File: src/rtl/ext_io_defs.sv
// Shared definitions for the external edge I/O blocks (pulse generator and edge counter).
// Latency: n/a (types and constants only).
// Backpressure: n/a.
package ext_io_defs;

    // Default widths for burst counts and phase lengths.
    localparam int CNT_W_DEF = 16;
    localparam int PER_W_DEF = 16;

    // State encoding shared with the counter block; 2'd3 is unused.
    typedef enum logic [1:0] {
        ST_IDLE = 2'd0,
        ST_HIGH = 2'd1,
        ST_LOW  = 2'd2
    } ext_state_t;

endpackage

File: src/rtl/ext_pulse_gen.sv
// Glitch-free registered pulse-train source on pin D15 with programmable count and high/low times.
// Latency: first rising edge of D15_o one cycle after start is sampled in IDLE.
// Backpressure: none; start is ignored unless idle, stop ends the burst after the current pulse.
//
// Ports:
//   CLK_IN, RST_N_IN         clock (posedge) and asynchronous active-low reset
//   start / stop             burst request (idle only) / early-finish level
//   pulse_count              pulses per burst, latched at start
//   high_cycles, low_cycles  phase lengths in cycles, latched at start, 0 behaves as 1
//   D15_o                    pulse pin, straight from a flop
//   busy / done              burst in progress / one-cycle end-of-burst strobe
//   sent_count               rising edges emitted in the current or last burst
//   LED_D9..LED_D2           only with EXT_PULSE_GEN_LED_EN: registered copy of sent_count[7:0]
module ext_pulse_gen
    import ext_io_defs::*;
#(
    parameter int CNT_W = CNT_W_DEF,
    parameter int PER_W = PER_W_DEF
) (
    input  logic             CLK_IN,
    input  logic             RST_N_IN,
    input  logic             start,
    input  logic             stop,
    input  logic [CNT_W-1:0] pulse_count,
    input  logic [PER_W-1:0] high_cycles,
    input  logic [PER_W-1:0] low_cycles,
    output logic             D15_o,
    output logic             busy,
    output logic             done,
    output logic [CNT_W-1:0] sent_count
`ifdef EXT_PULSE_GEN_LED_EN
    ,
    output logic             LED_D9,
    output logic             LED_D8,
    output logic             LED_D7,
    output logic             LED_D6,
    output logic             LED_D5,
    output logic             LED_D4,
    output logic             LED_D3,
    output logic             LED_D2
`endif
);

    localparam logic [PER_W-1:0] PER_ONE = PER_W'(1);
    localparam logic [CNT_W-1:0] CNT_ONE = CNT_W'(1);

    ext_state_t       state;
    logic [PER_W-1:0] timer;
    logic [PER_W-1:0] high_m1;
    logic [PER_W-1:0] low_m1;
    logic [CNT_W-1:0] cnt_q;
    logic             finish;

    // Phase length minus one, with a zero length behaving as one cycle.
    function automatic logic [PER_W-1:0] phase_m1(input logic [PER_W-1:0] len);
        return (len == '0) ? '0 : len - PER_ONE;
    endfunction

    // The burst ends when all pulses are out or stop is requested. The decision is
    // taken on the edge that enters the final LOW cycle, so that cycle doubles as
    // the done cycle (state already IDLE, busy low) and the LOW phase keeps full length.
    assign finish = (sent_count == cnt_q) || stop;

    always_ff @(posedge CLK_IN or negedge RST_N_IN) begin
        if (!RST_N_IN) begin
            state      <= ST_IDLE;
            timer      <= '0;
            high_m1    <= '0;
            low_m1     <= '0;
            cnt_q      <= '0;
            D15_o      <= 1'b0;
            busy       <= 1'b0;
            done       <= 1'b0;
            sent_count <= '0;
        end else begin
            done <= 1'b0;
            case (state)
                ST_IDLE: begin
                    // A start on the done cycle is dropped.
                    if (start && !done) begin
                        cnt_q   <= pulse_count;
                        high_m1 <= phase_m1(high_cycles);
                        low_m1  <= phase_m1(low_cycles);
                        if (pulse_count == '0) begin
                            sent_count <= '0;
                            done       <= 1'b1;
                        end else begin
                            state      <= ST_HIGH;
                            timer      <= phase_m1(high_cycles);
                            D15_o      <= 1'b1;
                            busy       <= 1'b1;
                            sent_count <= CNT_ONE;
                        end
                    end
                end
                ST_HIGH: begin
                    if (timer != '0) begin
                        timer <= timer - PER_ONE;
                    end else if ((low_m1 == '0) && finish) begin
                        // Single-cycle LOW phase: it is itself the done cycle.
                        state <= ST_IDLE;
                        D15_o <= 1'b0;
                        busy  <= 1'b0;
                        done  <= 1'b1;
                    end else begin
                        state <= ST_LOW;
                        timer <= low_m1;
                        D15_o <= 1'b0;
                    end
                end
                ST_LOW: begin
                    if (timer == '0) begin
                        state      <= ST_HIGH;
                        timer      <= high_m1;
                        D15_o      <= 1'b1;
                        sent_count <= sent_count + CNT_ONE;
                    end else if ((timer == PER_ONE) && finish) begin
                        state <= ST_IDLE;
                        timer <= '0;
                        busy  <= 1'b0;
                        done  <= 1'b1;
                    end else begin
                        timer <= timer - PER_ONE;
                    end
                end
                default: begin
                    state <= ST_IDLE;
                    timer <= '0;
                    D15_o <= 1'b0;
                    busy  <= 1'b0;
                end
            endcase
        end
    end

`ifdef EXT_PULSE_GEN_LED_EN
    logic [7:0] led_q;

    always_ff @(posedge CLK_IN or negedge RST_N_IN) begin
        if (!RST_N_IN) begin
            led_q <= '0;
        end else begin
            led_q <= sent_count[7:0];
        end
    end

    assign {LED_D9, LED_D8, LED_D7, LED_D6, LED_D5, LED_D4, LED_D3, LED_D2} = led_q;
`endif

endmodule

File: config.mk
export PLATFORM = sky130hd
export DESIGN_NAME = ext_pulse_gen
export DESIGN_NICKNAME = d
export VERILOG_FILES = /design/src/rtl/ext_io_defs.sv /design/src/rtl/ext_pulse_gen.sv
export SDC_FILE = /design/constraint.sdc
export NUM_CORES = 1
export LEC_CHECK = 0
export CORE_MARGIN = 3
export CORE_UTILIZATION = 60
export DETAILED_ROUTE_END_ITERATION = 6
export GPL_ROUTABILITY_DRIVEN = 0
export MAX_ROUTING_LAYER = met4
export PLACE_DENSITY = 0.92
export RECOVER_POWER = 25
export SLEW_MARGIN = 0
export SYNTH_ARGS = -nofsm -noshare
export SYNTH_HDL_FRONTEND = slang
export SYNTH_SLANG_ARGS = --single-unit
export TNS_END_PERCENT = 10
File: constraint.sdc
create_clock -name CLK_IN -period 3.5 [get_ports CLK_IN]
set_clock_uncertainty 0.1 [all_clocks]
set_input_delay 0.875 -clock CLK_IN [delete_from_list [all_inputs] [get_ports CLK_IN]]
set_output_delay 0.875 -clock CLK_IN [all_outputs]
set_load 0.02 [all_outputs]
==> impl_metrics.ini, run 1 <==
[sta]
finalHoldViolCount = 0
setup_viol_count_final = 0
min_period_ns = 3.18
drv_slew = 86
holdWs_ns = 0.399
final.setup.tns_ns = 0
fmax_mhz = 315
max_slew_margin_pct = -39.1
worst_slack_ns = 0.324
worst_pin_slew_ns = 2.09
rsz0062_at_grt = no
final.period_utilization_pct = 90.7

[final_layout]
n_fill_cell = 506
area_delta_synth_final_pct = 20.5
drive_above_1_share_pct = 6.88
diodes = 0
multi_input_area_sq_mm = 0.00277
nets = 722
seqCellArea_sq_mm = 0.00213

[setup_path]
slowest_delay_ns = 0.51
cp_max_fo = 8
critPathSlowestCell = clkdlybuf4s50_1
critical_path_class = input port to flip-flop
critPathTopFamily = simple AND/OR/NAND/NOR gates
cp.required_ns = 3.63
end_kind = flip-flop
startpoint_type = input port
cp_num_buf_inv = 2
path_cells = clkdlybuf4s50_1 > nor4_4 > buf_4 > nand3_1 > nor3b_1 > xnor2_1 > o22ai_1 > nor3_1 > o2bb2ai_1
crit_arrival_ns = 3.31

[clock_network]
cts_tree = done
root_buffer = clkbuf_8
numCtsBuffers = 9
htreeDepth = 3
clock_sinks = 85
ctsLongestPathBuffers = 2
clkTransAtPathRegs_ns = 0.09
post_cts_buffers = 0
ctsResizeCount = 0
cts_hold_buf = 0
clock_latency_ns = 0.37

[synthesis]
ys_seq_area_share_pct = 41.8
async_flop_share_pct = 100
ys.flop_type = dfrtp_1
synth-seq-cells = 85
synth_edf_count = 0
yosys_warnings = 0
synthCells = 596
synth_nets = 654
synthDistinctLibCells = 59
syn_area_sq_mm = 0.00509
syn_avg_cell_area_sq_um = 8.54

[floorplan]
coreArea_sq_mm = 0.00797
dieArea_sq_mm = 0.00963
io_pins = 71
die_y_um = 98.1
rows = 32
fp.dieW_um = 98.1
initial_utilization_pct = 63.9

[pwr]
p_per_area_mw_per_mm2 = 696
peakVddDrop_uv = 386
leakagePower_uw = 0.00258

[grt]
antenna_found_initial = 0
grt_max_degree = 86
first_global_vias = 4928
grtUsageTotal_pct = 33.2
grt.overflow.total = 0
grt_pass1_wl_um = 24800

[drt]
vias = 5070
drt_iter0_drc = 718
wl_per_cell_um = 19.7
antenna_left = 0
drc_errors = 0
wirelength_um = 15200
first_pass_iters = 5
vias_per_cell = 6.58

[outcome]
status = finished, violations left
violations = capacitance limit, slew limit

[place]
dp_hpwl_um = 10900
io_buffers = 70
place_ws_ns = 0.211

[flow_run]
cap_viol_max_count = 1

[min_path]
hold_path_class = flip-flop to flip-flop
stage by stage:
step,std cells,util (%),instance area (sq um),total power [uW]
6_report,771,77.0,6140,4270
5_1_grt,771,77.0,6140,4520
4_1_cts,771,77.1,6140,4210
3_5_place_dp,755,73.9,5890,3330
3_3_place_gp,755,73.9,5890,3220
2_1_floorplan,596,-,5090,2790
worst min-delay path: stages, from the launching register on:
cell     delay [ns]
dfrtp_1        0.36
nand2_1        0.05
o21ai_0        0.06
flip-flops by register name, summed over array words and instances, names as in the netlist:
name / flops
cnt_q: 16
high_m1: 16
low_m1: 16
sent_count: 16
timer: 16
state: 2
D15_o: 1
busy: 1
done: 1
synthesized netlist by cell type, types with 3 or more instances:
library cell,n,area share (%)
nor3b_1,8,1.2
buf_6,3,0.66
nor2b_1,4,0.49
buf_2,4,0.39
nand4_1,10,1.2
a22oi_1,6,0.88
a21oi_1,32,3.1
nor4_4,3,1.3
dfrtp_1,85,42
ha_1,6,1.5
o21ai_0,41,4.0
a31oi_1,3,0.37
a221oi_1,3,0.52
nor3_1,23,2.3
o21ai_2,3,0.52
nand3_1,12,1.2
o21ai_1,4,0.39
o22ai_1,11,1.4
nor2_1,43,3.2
nand2_1,119,8.8
a221o_1,3,0.59
xor2_1,24,4.1
inv_1,19,1.4
or3_1,6,0.74
o2bb2ai_1,7,1.2
mux2i_1,3,0.59
nand2b_1,4,0.49
nor4_1,16,2.0
o31ai_1,10,1.5
and2_1,3,0.37
clkbuf_1,17,1.3
and3_1,4,0.49
xnor2_1,23,4.0
cell families after synthesis:
group / synth area share, %
AND/OR/NAND/NOR: 25.7
AO/OA/AOI/OAI: 17.9
flip-flops: 41.8
XOR/XNOR: 8.08
buffers and inverters: 4.00
adder cells (fa/ha/maj): 1.47
multiplexers: 1.03
path summary, 6_finish.rpt:
path	start	end	slack [ns]	cells past startpoint
max reg2reg	sent_count[9]	timer[9]	0.50	7
min reg2reg	high_m1[5]	high_m1[5]	0.40	2
max in group asynchronous	RST_N_IN	high_m1[3]	1.07	1
min in group asynchronous	RST_N_IN	cnt_q[10]	0.98	1
max	high_cycles[4]	timer[13]	0.32	9
min	high_m1[5]	high_m1[5]	0.40	2
routing by layer:
layer	track usage (%)	routed length (um)	up-vias
met1	42.5	5880	2377
li1	-	-	2259
met4	13.4	741	0
met3	8.29	1560	84
met5	-	0	-
met2	50.8	7000	350
cells in the final DEF (no fill, tap or decap), drive strengths merged, types with 2 or more instances in the layout:
| master | Yosys | layout |
|---|---|---|
| nand2 | 119 | 119 |
| nand3b | 2 | 2 |
| o2bb2ai | 7 | 7 |
| buf | 9 | 13 |
| nor3b | 8 | 8 |
| clkinv | 0 | 2 |
| nand4 | 11 | 11 |
| mux2i | 4 | 4 |
| nand3 | 12 | 12 |
| inv | 19 | 19 |
| a21o | 2 | 2 |
| nor4 | 21 | 21 |
| o21ai | 48 | 48 |
| clkdlybuf4s50 | 0 | 69 |
| and2 | 4 | 4 |
| o31a | 2 | 2 |
| ha | 6 | 6 |
| a221oi | 3 | 3 |
| a31oi | 3 | 3 |
| a41oi | 3 | 3 |
| or3 | 7 | 7 |
| xor2 | 24 | 24 |
| o22ai | 11 | 11 |
| nor3 | 23 | 23 |
| bufinv | 0 | 3 |
| clkbuf | 17 | 12 |
| nor2 | 45 | 45 |
| and3 | 4 | 4 |
| a21oi | 32 | 32 |
| xnor2 | 23 | 23 |
| a22oi | 6 | 6 |
| o21a | 2 | 2 |
| a221o | 3 | 3 |
| dfrtp | 85 | 85 |
| o31ai | 10 | 10 |
| nand2b | 4 | 4 |
| nor2b | 4 | 4 |
area by class of cell:
class | instances | area share [%]
well taps | 102 | 2.08
multi-input cells | 466 | 45.1
clock inverters | 5 | 1.75
clock buffers | 11 | 2.30
repair buffers | 83 | 12.9
inverters | 19 | 1.16
flip-flops and latches | 85 | 34.7
power by group:
group / total, uW / switching, uW / internal, uW
Combinational: 1580 / 934 / 644
Clock: 868 / 371 / 497
Sequential: 1830 / 455 / 1370
Total: 4270 / 1760 / 2510
No activity file was read; power rests on OpenSTA's default activity.
==> run 2, diff against run 1 <==
- CORE_UTILIZATION: 60 -> 50
- PLACE_DENSITY: 0.92 -> 0.83
- SETUP_SLACK_MARGIN: unset -> 0.2
- clock period: 3.5 -> 2.6 ns (I/O delays scaled with it)
==> run 2 against run 1 <==
  * The run ends with DRC left
  * Register-to-register slack got worse by 0.36 ns
  * Wire length grew 16%
  * Final cell count grew 17%
  * Critical path depth rose by 1
  * Non-clock buffer count is 101 higher
  * First-iteration DRC count grew 15%
  * Count of clock-buffer cells in the layout fell by 2
  * Setup slack got worse by 0.18 ns
  * Power grew 44%
  * Largest cell class unchanged
==> impl_metrics.ini, run 2 (synthesis gave the netlist of run 1 again) <==
[drt]
first_pass_iters = 7
drc_errors = 19
antenna_left = 0
vias_per_cell = 6.28
wl_per_cell_um = 19.4
drt_iter0_drc = 827
vias = 5671
wirelength_um = 17600

[setup_path]
end_kind = flip-flop
cp_num_buf_inv = 3
cp.depth = 10
path_cells = inv_2 > ha_4 > nor3b_4 > nand4_4 > buf_6 > mux2i_4 > nand3b_1 > buf_4 > or3_4 > a21oi_2
r2r_setup_slack_ns = 0.14
cp_max_fo = 6
critical_path_class = flip-flop to flip-flop
r2r_start = timer[1]
r2r_cells = 10
crit_arrival_ns = 2.67
critPathSlowestCell = dfrtp_1
critPathTopFamily = simple AND/OR/NAND/NOR gates
slowest_delay_ns = 0.41
cp.required_ns = 2.81
startpoint_type = flip-flop
regToRegEndpoint = sent_count[13]

[clock_network]
cts_hold_buf = 0
cts_tree = done
clock_sinks = 85
clkTransAtPathRegs_ns = 0.10
ctsLongestPathBuffers = 2
htreeDepth = 3
numCtsBuffers = 9
root_buffer = clkbuf_8
clock_latency_ns = 0.37

[min_path]
hold_path_class = flip-flop to flip-flop
hp-start = high_m1[15]
worstHoldEndpoint = high_m1[15]
hold_depth = 2

[flow_run]
cap_viol_max_count = 0

[grt]
grtUsageTotal_pct = 29.3
antenna_found_initial = 0
grt_pass1_wl_um = 25900
first_global_vias = 5273
grt_use_met3_pct = 6.50
top_usage_layer = met2
gr-usage-met1_pct = 40.1
met2_usage_pct = 42.8
grt.overflow.total = 0
grt_max_degree = 86

[sta]
holdWs_ns = 0.393
drv_slew = 0
min_period_ns = 2.46
finalHoldViolCount = 0
setup_viol_count_final = 0
fmax_mhz = 407
final.period_utilization_pct = 94.6
max_slew_margin_pct = 22.9
rsz0062_at_grt = yes
worst_pin_slew_ns = 1.16

[place]
dp_hpwl_um = 11600
io_buffers = 70

[floorplan]
fp.dieW_um = 107
rows = 36
die_y_um = 107
io_pins = 71
coreArea_sq_mm = 0.00982
dieArea_sq_mm = 0.0114
initial_utilization_pct = 51.9

[final_layout]
nets = 823
area_delta_synth_final_pct = 41.7
drive_above_1_share_pct = 25.5
final_common_cell = nand2_1
final_cell_mix = 117 x nand2_1, 104 x buf_4, 82 x dfrtp_1, 61 x clkdlybuf4s50_1, 42 x nor2_1
diodes = 0

[pwr]
netSwitchingFraction_pct = 44.0
pwr-share-seq_pct = 40.2
p_per_area_mw_per_mm2 = 851
power_uw = 6140
peakVddDrop_uv = 484
leakagePower_uw = 0.00314
power_switching_uw = 2700
pwr-share-comb_pct = 44.7
clock_power_share_pct = 15.1
p_int_uw = 3440

[outcome]
status = finished, violations left
violations = DRC
## run 2: worst max-delay path by stage
stage / start / to / slack, ns
global placement: high_cycles[3] / timer[8] / -0.22
finish: timer[1] / sent_count[13] / 0.14
CTS: timer[1] / sent_count[6] / 0.19
floorplan: high_cycles[0] / timer[5] / 0.18
detailed placement: high_cycles[1] / timer[5] / -0.34
global route: high_cycles[2] / timer[11] / 0.06
## run 2: what timing repair did
action                                  4_1_cts  5_1_grt
pin swaps                                    13       24
resized for setup                            20       55
setup buffers                                 7       12
endpoints found under the setup margin       27       40
gates cloned                                  0        1
## run 2: stage by stage
step | TNS, ns | instance area, sq um | setup slack [ns] | std cells | utilization [%]
2_1_floorplan | 0 | 5110 | 0.184 | 596 | -
3_3_place_gp | -2.71 | 6610 | -0.217 | 867 | 67.3
3_5_place_dp | -5.49 | 6610 | -0.341 | 867 | 67.3
4_1_cts | 0 | 6910 | 0.188 | 890 | 70.4
5_1_grt | 0 | 7220 | 0.0600 | 903 | 73.5
6_report | 0 | 7220 | 0.141 | 903 | 73.5
## run 2: worst register-to-register path: cells and delay by family, from the launching register on
kind / cells / cell delay (ns)
adder cells (fa/ha/maj): 1 / 0.15
AO/OA/AOI/OAI: 1 / 0.11
AND/OR/NAND/NOR: 4 / 1.00
multiplexers: 1 / 0.15
buffers and inverters: 3 / 0.48
flip-flops: 1 / 0.41
## run 2: power groups by stage
stage | registers (uW) | clock network [uW] | logic (uW)
after global routing | 2510 | 962 | 2980
final | 2470 | 927 | 2740
after floorplan | 2280 | 0 | 1480
after detailed placement | 2410 | 0 | 2370
after CTS | 2400 | 917 | 2460
after global placement | 2390 | 0 | 2260
## run 2: layout make-up
cell class	instances	area (sq um)
timing repair buffer	184	1610
clock inverter	7	66.3
clock buffer	9	124
tap	133	166
inverter	19	71.3
fill	630	2600
sequential	85	2130
multi-input combinational	466	3050
## run 2: per-layer routing
metal  share of wire (%)  vias up
met4                 4.8        0
met1                  39     2693
met5                   0        -
li1                    -     2462
met3                  11      112
met2                  46      404
